File: src/rtl/rb_serial_tx_pkg.sv
// Shared widths, limits and FSM encoding for the register-bank serial transmitter.
package rb_serial_tx_pkg;

  localparam int FRAME_W = 21;
  localparam int ADDR_W  = 3;
  localparam int DATA_W  = 18;
  localparam int GAP_CYC = 2;
  localparam int ENTRIES = 8;
  localparam int TIMEOUT = 255;

  localparam int BIT_W = $clog2(FRAME_W);
  localparam int GAP_W = (GAP_CYC > 1) ? $clog2(GAP_CYC) : 1;
  localparam int TO_W  = $clog2(TIMEOUT + 1);

  localparam logic [BIT_W-1:0]  BIT_LAST = BIT_W'(FRAME_W - 1);
  localparam logic [GAP_W-1:0]  GAP_LAST = GAP_W'(GAP_CYC - 1);
  localparam logic [ADDR_W-1:0] IDX_LAST = ADDR_W'(ENTRIES - 1);
  localparam logic [TO_W-1:0]   TO_LAST  = TO_W'(TIMEOUT);

  typedef enum logic [2:0] {
    IDLE,
    FETCH,
    LOAD,
    SHIFT,
    GAP,
    WAITD,
    FIN
  } state_t;

  // A frame carries its own bank address ahead of the data so the receiver can place it.
  function automatic logic [FRAME_W-1:0] make_frame(input logic [ADDR_W-1:0] addr,
                                                    input logic [DATA_W-1:0] data);
    return {addr, data};
  endfunction

endpackage

File: src/rtl/rb_frame_shifter.sv
// Parallel-in / serial-out frame shifter, MSB first, with an active-low enable
// that is low for exactly FRAME_W cycles after each load.
module rb_frame_shifter
  import rb_serial_tx_pkg::*;
(
  input  logic               clk,
  input  logic               rst,
  input  logic               load,
  input  logic               shift,
  input  logic [FRAME_W-1:0] frame_in,
  output logic               sd,
  output logic               sen,
  output logic               last
);

  logic [FRAME_W-1:0] shift_reg;
  logic [BIT_W-1:0]   bit_cnt;
  logic               sen_q;

  // Zeros shift in behind the frame, so the register is empty (sd=0) once the frame is out.
  always_ff @(posedge clk or negedge rst) begin
    if (!rst) begin
      shift_reg <= '0;
      bit_cnt   <= '0;
      sen_q     <= 1'b1;
    end else if (load) begin
      shift_reg <= frame_in;
      bit_cnt   <= BIT_LAST;
      sen_q     <= 1'b0;
    end else if (shift) begin
      shift_reg <= {shift_reg[FRAME_W-2:0], 1'b0};
      if (bit_cnt == '0) begin
        sen_q <= 1'b1;
      end else begin
        bit_cnt <= bit_cnt - 1'b1;
      end
    end
  end

  assign sd   = shift_reg[FRAME_W-1];
  assign sen  = sen_q;
  assign last = (bit_cnt == '0);

endmodule

File: src/rtl/rb_serial_tx.sv
// Reads all bank entries one at a time and streams each as an address-tagged serial
// frame, then waits for the receiver to acknowledge or times out.
module rb_serial_tx
  import rb_serial_tx_pkg::*;
(
  input  logic              clk,
  input  logic              rst,
  input  logic              start,
  output logic              RB1_RW,
  output logic [ADDR_W-1:0] RB1_A,
  input  logic [DATA_W-1:0] RB1_Q,
  output logic              sen,
  output logic              sd,
  input  logic              S2_done,
  output logic              busy,
  output logic              done,
  output logic              err
);

  state_t            state;
  state_t            next_state;
  logic [ADDR_W-1:0] idx;
  logic [ADDR_W-1:0] next_idx;
  logic [GAP_W-1:0]  gap_cnt;
  logic [TO_W-1:0]   to_cnt;
  logic              load;
  logic              shift;
  logic              last;
  logic              timeout;

  assign RB1_RW = 1'b1;

  always_ff @(posedge clk or negedge rst) begin
    if (!rst) begin
      state <= IDLE;
    end else begin
      state <= next_state;
    end
  end

  always_comb begin
    next_state = state;
    next_idx   = idx;
    load       = 1'b0;
    shift      = 1'b0;
    timeout    = 1'b0;
    case (state)
      IDLE: begin
        if (start) begin
          next_state = FETCH;
          next_idx   = '0;
        end
      end
      FETCH: next_state = LOAD;
      LOAD: begin
        load       = 1'b1;
        next_state = SHIFT;
      end
      SHIFT: begin
        shift = 1'b1;
        if (last) begin
          next_state = GAP;
        end
      end
      GAP: begin
        if (gap_cnt == GAP_LAST) begin
          if (idx == IDX_LAST) begin
            next_state = WAITD;
          end else begin
            next_state = FETCH;
            next_idx   = idx + 1'b1;
          end
        end
      end
      // An acknowledge in the final timeout cycle still counts as success.
      WAITD: begin
        if (S2_done) begin
          next_state = FIN;
        end else if (to_cnt == TO_LAST) begin
          next_state = IDLE;
          timeout    = 1'b1;
        end
      end
      FIN:     next_state = IDLE;
      default: next_state = IDLE;
    endcase
  end

  // Outputs are registered from next_state so they line up with the state they describe.
  always_ff @(posedge clk or negedge rst) begin
    if (!rst) begin
      idx     <= '0;
      RB1_A   <= '0;
      gap_cnt <= '0;
      to_cnt  <= '0;
      busy    <= 1'b0;
      done    <= 1'b0;
      err     <= 1'b0;
    end else begin
      idx     <= next_idx;
      gap_cnt <= (state == GAP) ? gap_cnt + 1'b1 : '0;
      to_cnt  <= (state == WAITD) ? to_cnt + 1'b1 : '0;
      busy    <= (next_state != IDLE);
      done    <= (next_state == FIN);
      if (next_state == FETCH) begin
        RB1_A <= next_idx;
      end
      if (state == IDLE && start) begin
        err <= 1'b0;
      end else if (timeout) begin
        err <= 1'b1;
      end
    end
  end

  rb_frame_shifter u_shifter (
    .clk      (clk),
    .rst      (rst),
    .load     (load),
    .shift    (shift),
    .frame_in (make_frame(idx, RB1_Q)),
    .sd       (sd),
    .sen      (sen),
    .last     (last)
  );

endmodule

File: config.mk
export PLATFORM = sky130hd
export DESIGN_NAME = rb_serial_tx
export DESIGN_NICKNAME = d
export VERILOG_FILES = /design/src/rtl/rb_serial_tx_pkg.sv /design/src/rtl/rb_frame_shifter.sv /design/src/rtl/rb_serial_tx.sv
export SDC_FILE = /design/constraint.sdc
export NUM_CORES = 1
export LEC_CHECK = 0
export CAP_MARGIN = 10
export CORE_ASPECT_RATIO = 1.1
export CORE_MARGIN = 5
export CORE_UTILIZATION = 40
export CTS_BUF_LIST = sky130_fd_sc_hd__clkbuf_8
export CTS_CLUSTER_DIAMETER = 60
export DETAILED_ROUTE_END_ITERATION = 8
export GPL_ROUTABILITY_DRIVEN = 0
export PLACE_DENSITY = 0.7
export RECOVER_POWER = 25
export REMOVE_ABC_BUFFERS = 1
export SLEW_MARGIN = 0
export SYNTH_ARGS = -nofsm -noshare
export SYNTH_HDL_FRONTEND = slang
export SYNTH_SLANG_ARGS = --single-unit
File: constraint.sdc
create_clock -name clk -period 3.95 [get_ports clk]
set_input_delay 1.185 -clock clk [delete_from_list [all_inputs] [get_ports clk]]
set_output_delay 1.185 -clock clk [all_outputs]
set_load 0.02 [all_outputs]
; ---- After elaboration in Yosys (flattened, before gate mapping)
; Cells that the tools add are included.
; W data, S select, Z words.
[totals]
regBits = 48
in_bits = 22
out_inout_bits = 9
word_cells = 62
[classes]
addsub = 4
eq_ne = 10
mux = 28
n_reduce_logical = 9
[op_table]
columns = operator, n
row1 = $mux W21, 2
row2 = $mux W3, 9
row3 = $pmux W3 S6, 1
row4 = $mux W5, 3
row5 = $eq A3 B3 Y1 const B, 4
row6 = $mux W1, 11
row7 = $add A8 B1 Y8 const B, 1
row8 = $eq A8 B8 Y1 const B, 1
row9 = $mux W8, 1
row10 = $eq A3 B1 Y1 const B, 2
row11 = $eq A3 B2 Y1 const B, 2
row12 = $pmux W3 S2, 1
row13 = $reduce_bool A2 Y1, 3
row14 = $logic_not A5 Y1, 1
row15 = $sub A5 B1 Y5 const B, 1
row16 = $reduce_and A2 Y1, 2
row17 = $add A3 B1 Y3 const B, 1
row18 = $logic_not A3 Y1, 1
row19 = $reduce_bool A3 Y1, 1
row20 = $ne A2 B2 Y1 const B, 1
row21 = $add A1 B1 Y1 const B, 1
row22 = $logic_and A1 B1 Y1, 1

; ---- Logic depth before layout (Yosys ltp)
[logic_depth]
depth_word = 6
depth_mapped = 6
depth_no_buf = 6

; ---- Hierarchy
; From an unflattened synthesis, not the netlist that was laid out.
[unflattened]
hier_cells = 215
area_unflattened_um2 = 2237.1
[modules_own_cells]
columns = mod, n_inst, cells_each, area_per_inst_um2, seq_area_each_um2
row1 = rb_frame_shifter, 1, 123, 1253.7, 676.9
row2 = rb_serial_tx, 1, 92, 983.4, 525.5

; ---- Worst setup path after synthesis
; No wires, ideal clock.
[synth_path]
kind = input-to-reg
startpoint = input start
endpoint = register busy
arrival_ns = 2.006
required_time_ns = 3.819
setup_slack_ns = 1.812
path_stages = 3
path_buffers = 0
path_cell_list = mux2_2 > a221o_1 > or3_1
[synth_via]
elab_chain_len = 3
[synth_rtl]
columns = element, line
row1 = from (decl), rb_serial_tx.sv:8  ; input logic start,
row2 = $mux W3, rb_serial_tx.sv:49  ; if (start) begin
row3 = $pmux W3 S6, rb_serial_tx.sv:47  ; case (state)
row4 = named net next_state[0], rb_serial_tx.sv:21  ; state_t next_state;
row5 = $reduce_bool A3 Y1, rb_serial_tx.sv:103  ; busy <= (next_state != IDLE);
row6 = to (signal assigned), rb_serial_tx.sv:103
row7 = to (decl), rb_serial_tx.sv:15  ; output logic busy,
; The timed path passes the listed nets, and every way through them passes these cells.
; A chain may end at the register's enable or synchronous reset.

; ---- Worst setup path in the final report
[layout_path]
startpoint = register u_shifter.sen_q, in the netlist u_shifter.sen
endpoint = output sen
[layout_rtl]
columns = element, line
row1 = from (decl), rb_frame_shifter.sv:18  ; logic sen_q;
row2 = from (signal assigned), rb_frame_shifter.sv:25  ; sen_q <= 1'b1;
row3 = from (signal assigned), rb_frame_shifter.sv:29  ; sen_q <= 1'b0;
row4 = from (signal assigned), rb_frame_shifter.sv:33  ; sen_q <= 1'b1;
row5 = to (decl), rb_serial_tx.sv:12  ; output logic sen,
; No word-level cell between the ends.

==> out/results.txt <==
Commonest non-fill, non-tap cell in the layout - dfrtp_1
Max clock buf depth - 2
Die ar. - 7330 um^2
Critical Path Max Stage Delay - 0.59 ns
CP Depth - 1
Area grow syn2layout - 18.9%
Vias/cell - 5.12
RSZ-0062 raised after global routing - no
CTS Buf Count - 5
Endpoints failing hold - 0
Placement Setup Slack - 1.26 ns
DRT Wirelength - 4220 um
Crit path required time - 2.76 ns
I/O Buffers - 29
Compound-Gate Fraction of Synth Area - 14.6%
H-tree levels - 2
Setup Skew - 0.00590 ns
Crit Path Category - reg -> out
Largest net degree at the start of global routing - 48
Ys Warns - 0
Reg2reg setup slack - 1.81 ns
Fmax - 384 MHz
Initial antenna violation count - 0
Post-Syn Area - 2290 um^2
Part of the Yosys area used for sequential elements - 52.6%
Initial Util - 41.8%
Max Slew Vio Count - 32
Power density over cell area - 301 nW/um^2
Hold Crit Class - reg -> reg
CTS resizes - 0
Crit Path Max Fanout - 2
Largest family of logic cells by synthesized area - simple AND/OR/NAND/NOR gates
Mapped Cells - 222
Die W - 82.1 um
Non-Filler Instances - 324
Routed Antenna Nets - 0
Final setup vio count - 0
R2R cell count - 4
Avg Inst Size Synth - 10.3 um^2
Max reg flops - 21
Max_slew headroom - -11.4%
Vias in the first global route - 1678
Reg2reg end - busy$_DFF_PN0_
Wire per inst - 13.0 um
Setup bufs post-CTS - 0
Post-layout min period - 2.60 ns
Die height - 89.3 um
EDFF count, synth - 0
CTS tree - done
Grt ovf - 0
Critical-path top delay cell - clkdlybuf4s50_1
# fillers - 543
Share of cells above drive strength 1 - 6.02%
Total Routing Usage GR - 12.9%
Most frequent cells in the layout - dfrtp_1 (47), nand2_1 (31), clkdlybuf4s50_1 (28)
Worst Setup EP - sen
CP Launch Point - u_shifter.sen$_DFFE_PN1P_
Clk slew on worst S/H paths - 0.08 ns
CP endpoint kind - output port
Crit share post-route - 65.9%
DP Cell Count - 316
Worst path arrival time - 1.42 ns
Synth Area in Simple Gates - 15.9%
Hold-fix buffers, CTS - 0
Inserted Diodes - 0
Worst setup SP type - flop
Status - complete, but fails checks
Nets - 274
Max rail drop VDD - 0.195 mV
Setup TNS after final layout - 0 ns
HPWL after DPL - 2930 um
Worst Tran Pin Value - 1.67 ns
Xor/xnor cell area share of the yosys netlist - 1.53%
Final WS setup - 1.35 ns
Netlist cell types - 43
Core box area - 5470 um^2
Synth Register Bits - 48
Clk sinks - 48
Most used DFF post-synth - dfrtp_1
Drc violations - 0
Number of cell rows - 28
Post-Synth Adder-Cell Area - 2.19%
R2r startpoint - state[0]$_DFF_PN0_
Io pins - 31
Ys async rst share - 100%
Max-cap viol count - 1
Violated checks - capacitance limit, slew limit
CP top delay family - buffers and inverters
Initial drt markers - 124
Cell Chain, Critical Path - clkdlybuf4s50_1
Skew-Pair Late Insertion Delay - 0.29 ns
First-pass GRT wire length - 7400 um
CP bufs+invs - 1
Via count - 1659
Post-synthesis mux area share - 9.74%
Pleak - 1.34 nW
Drt pass-1 iters - 4
Root buf cell - clkbuf_8
## where the power goes
part / internal (W) / switching (W)
logic: 0.0000198 / 0.0000149
registers: 0.000491 / 0.000000311
clock network: 0.000138 / 0.000155
total: 0.000649 / 0.000171
## per-stage QoR
stage	util [%]	instance area (um^2)	hold slack, ns	total power [W]
after floorplan	-	2230	0.428	0.000504
after detailed placement	48.1	2630	0.472	0.000538
final	49.8	2720	0.486	0.000820
after global routing	49.8	2720	0.509	0.000852
after CTS	49.8	2720	0.492	0.000832
after global placement	48.1	2630	0.461	0.000537
## area by class of cell
| cell class | instances | area (um^2) | share of cell area, % |
|---|---|---|---|
| Sequential cell | 48 | 1200 | 44.2 |
| Multi-Input combinational cell | 156 | 1010 | 37.1 |
| Timing Repair Buffer | 32 | 307 | 11.3 |
| Tap cell | 75 | 93.8 | 3.45 |
| Clock buffer | 6 | 82.6 | 3.04 |
| Inverter | 5 | 18.8 | 0.690 |
| Clock inverter | 2 | 7.51 | 0.276 |
## cell usage after synthesis (all sizes together) (2+ instances only)
cell | n | area, um^2
or3 | 3 | 18.8
nor2b | 2 | 12.5
buf | 5 | 27.5
nand2b | 5 | 31.3
xnor2 | 3 | 26.3
mux2 | 2 | 22.5
nor2 | 13 | 48.8
o21ai | 29 | 145
dfrtp | 47 | 1180
a21o | 2 | 15.0
nand4 | 2 | 12.5
nand3 | 5 | 25.0
ha | 4 | 50.1
clkbuf | 8 | 30.0
o31ai | 2 | 15.0
nand2 | 32 | 123
mux2i | 20 | 200
a21oi | 5 | 25.0
a22o | 8 | 70.1
inv | 5 | 18.8
## cells by family (layout without fill, tap and decap cells)
group	after synthesis	after routing
xor+xnor	4	4
other cells	1	1
mux	22	22
simple gates	72	72
flops	48	48
buf+inv	18	45
fa+ha+maj	4	4
compound gates	53	53
## per-layer routing
metal | global-route usage (%) | wire (um)
met1 | 16.4 | 2020
met2 | 21.4 | 1960
met3 | 3.23 | 206
met4 | 4.38 | 39
met5 | 0 | 0
## worst min path at each step
stage / startpoint / endpoint / slack, ns / cells after the start
2_1_floorplan: gap_cnt$_DFF_PN0_ / gap_cnt$_DFF_PN0_ / 0.43 / 1
3_3_place_gp: u_shifter.shift_reg[19]$_DFFE_PN0P_ / u_shifter.shift_reg[19]$_DFFE_PN0P_ / 0.46 / 2
3_5_place_dp: u_shifter.shift_reg[17]$_DFFE_PN0P_ / u_shifter.shift_reg[17]$_DFFE_PN0P_ / 0.47 / 2
4_1_cts: u_shifter.shift_reg[17]$_DFFE_PN0P_ / u_shifter.shift_reg[17]$_DFFE_PN0P_ / 0.49 / 2
5_1_grt: to_cnt[0]$_DFF_PN0_ / to_cnt[0]$_DFF_PN0_ / 0.51 / 1
6_report: u_shifter.shift_reg[17]$_DFFE_PN0P_ / u_shifter.shift_reg[17]$_DFFE_PN0P_ / 0.49 / 2
No activity file was read; power rests on OpenSTA's default activity.
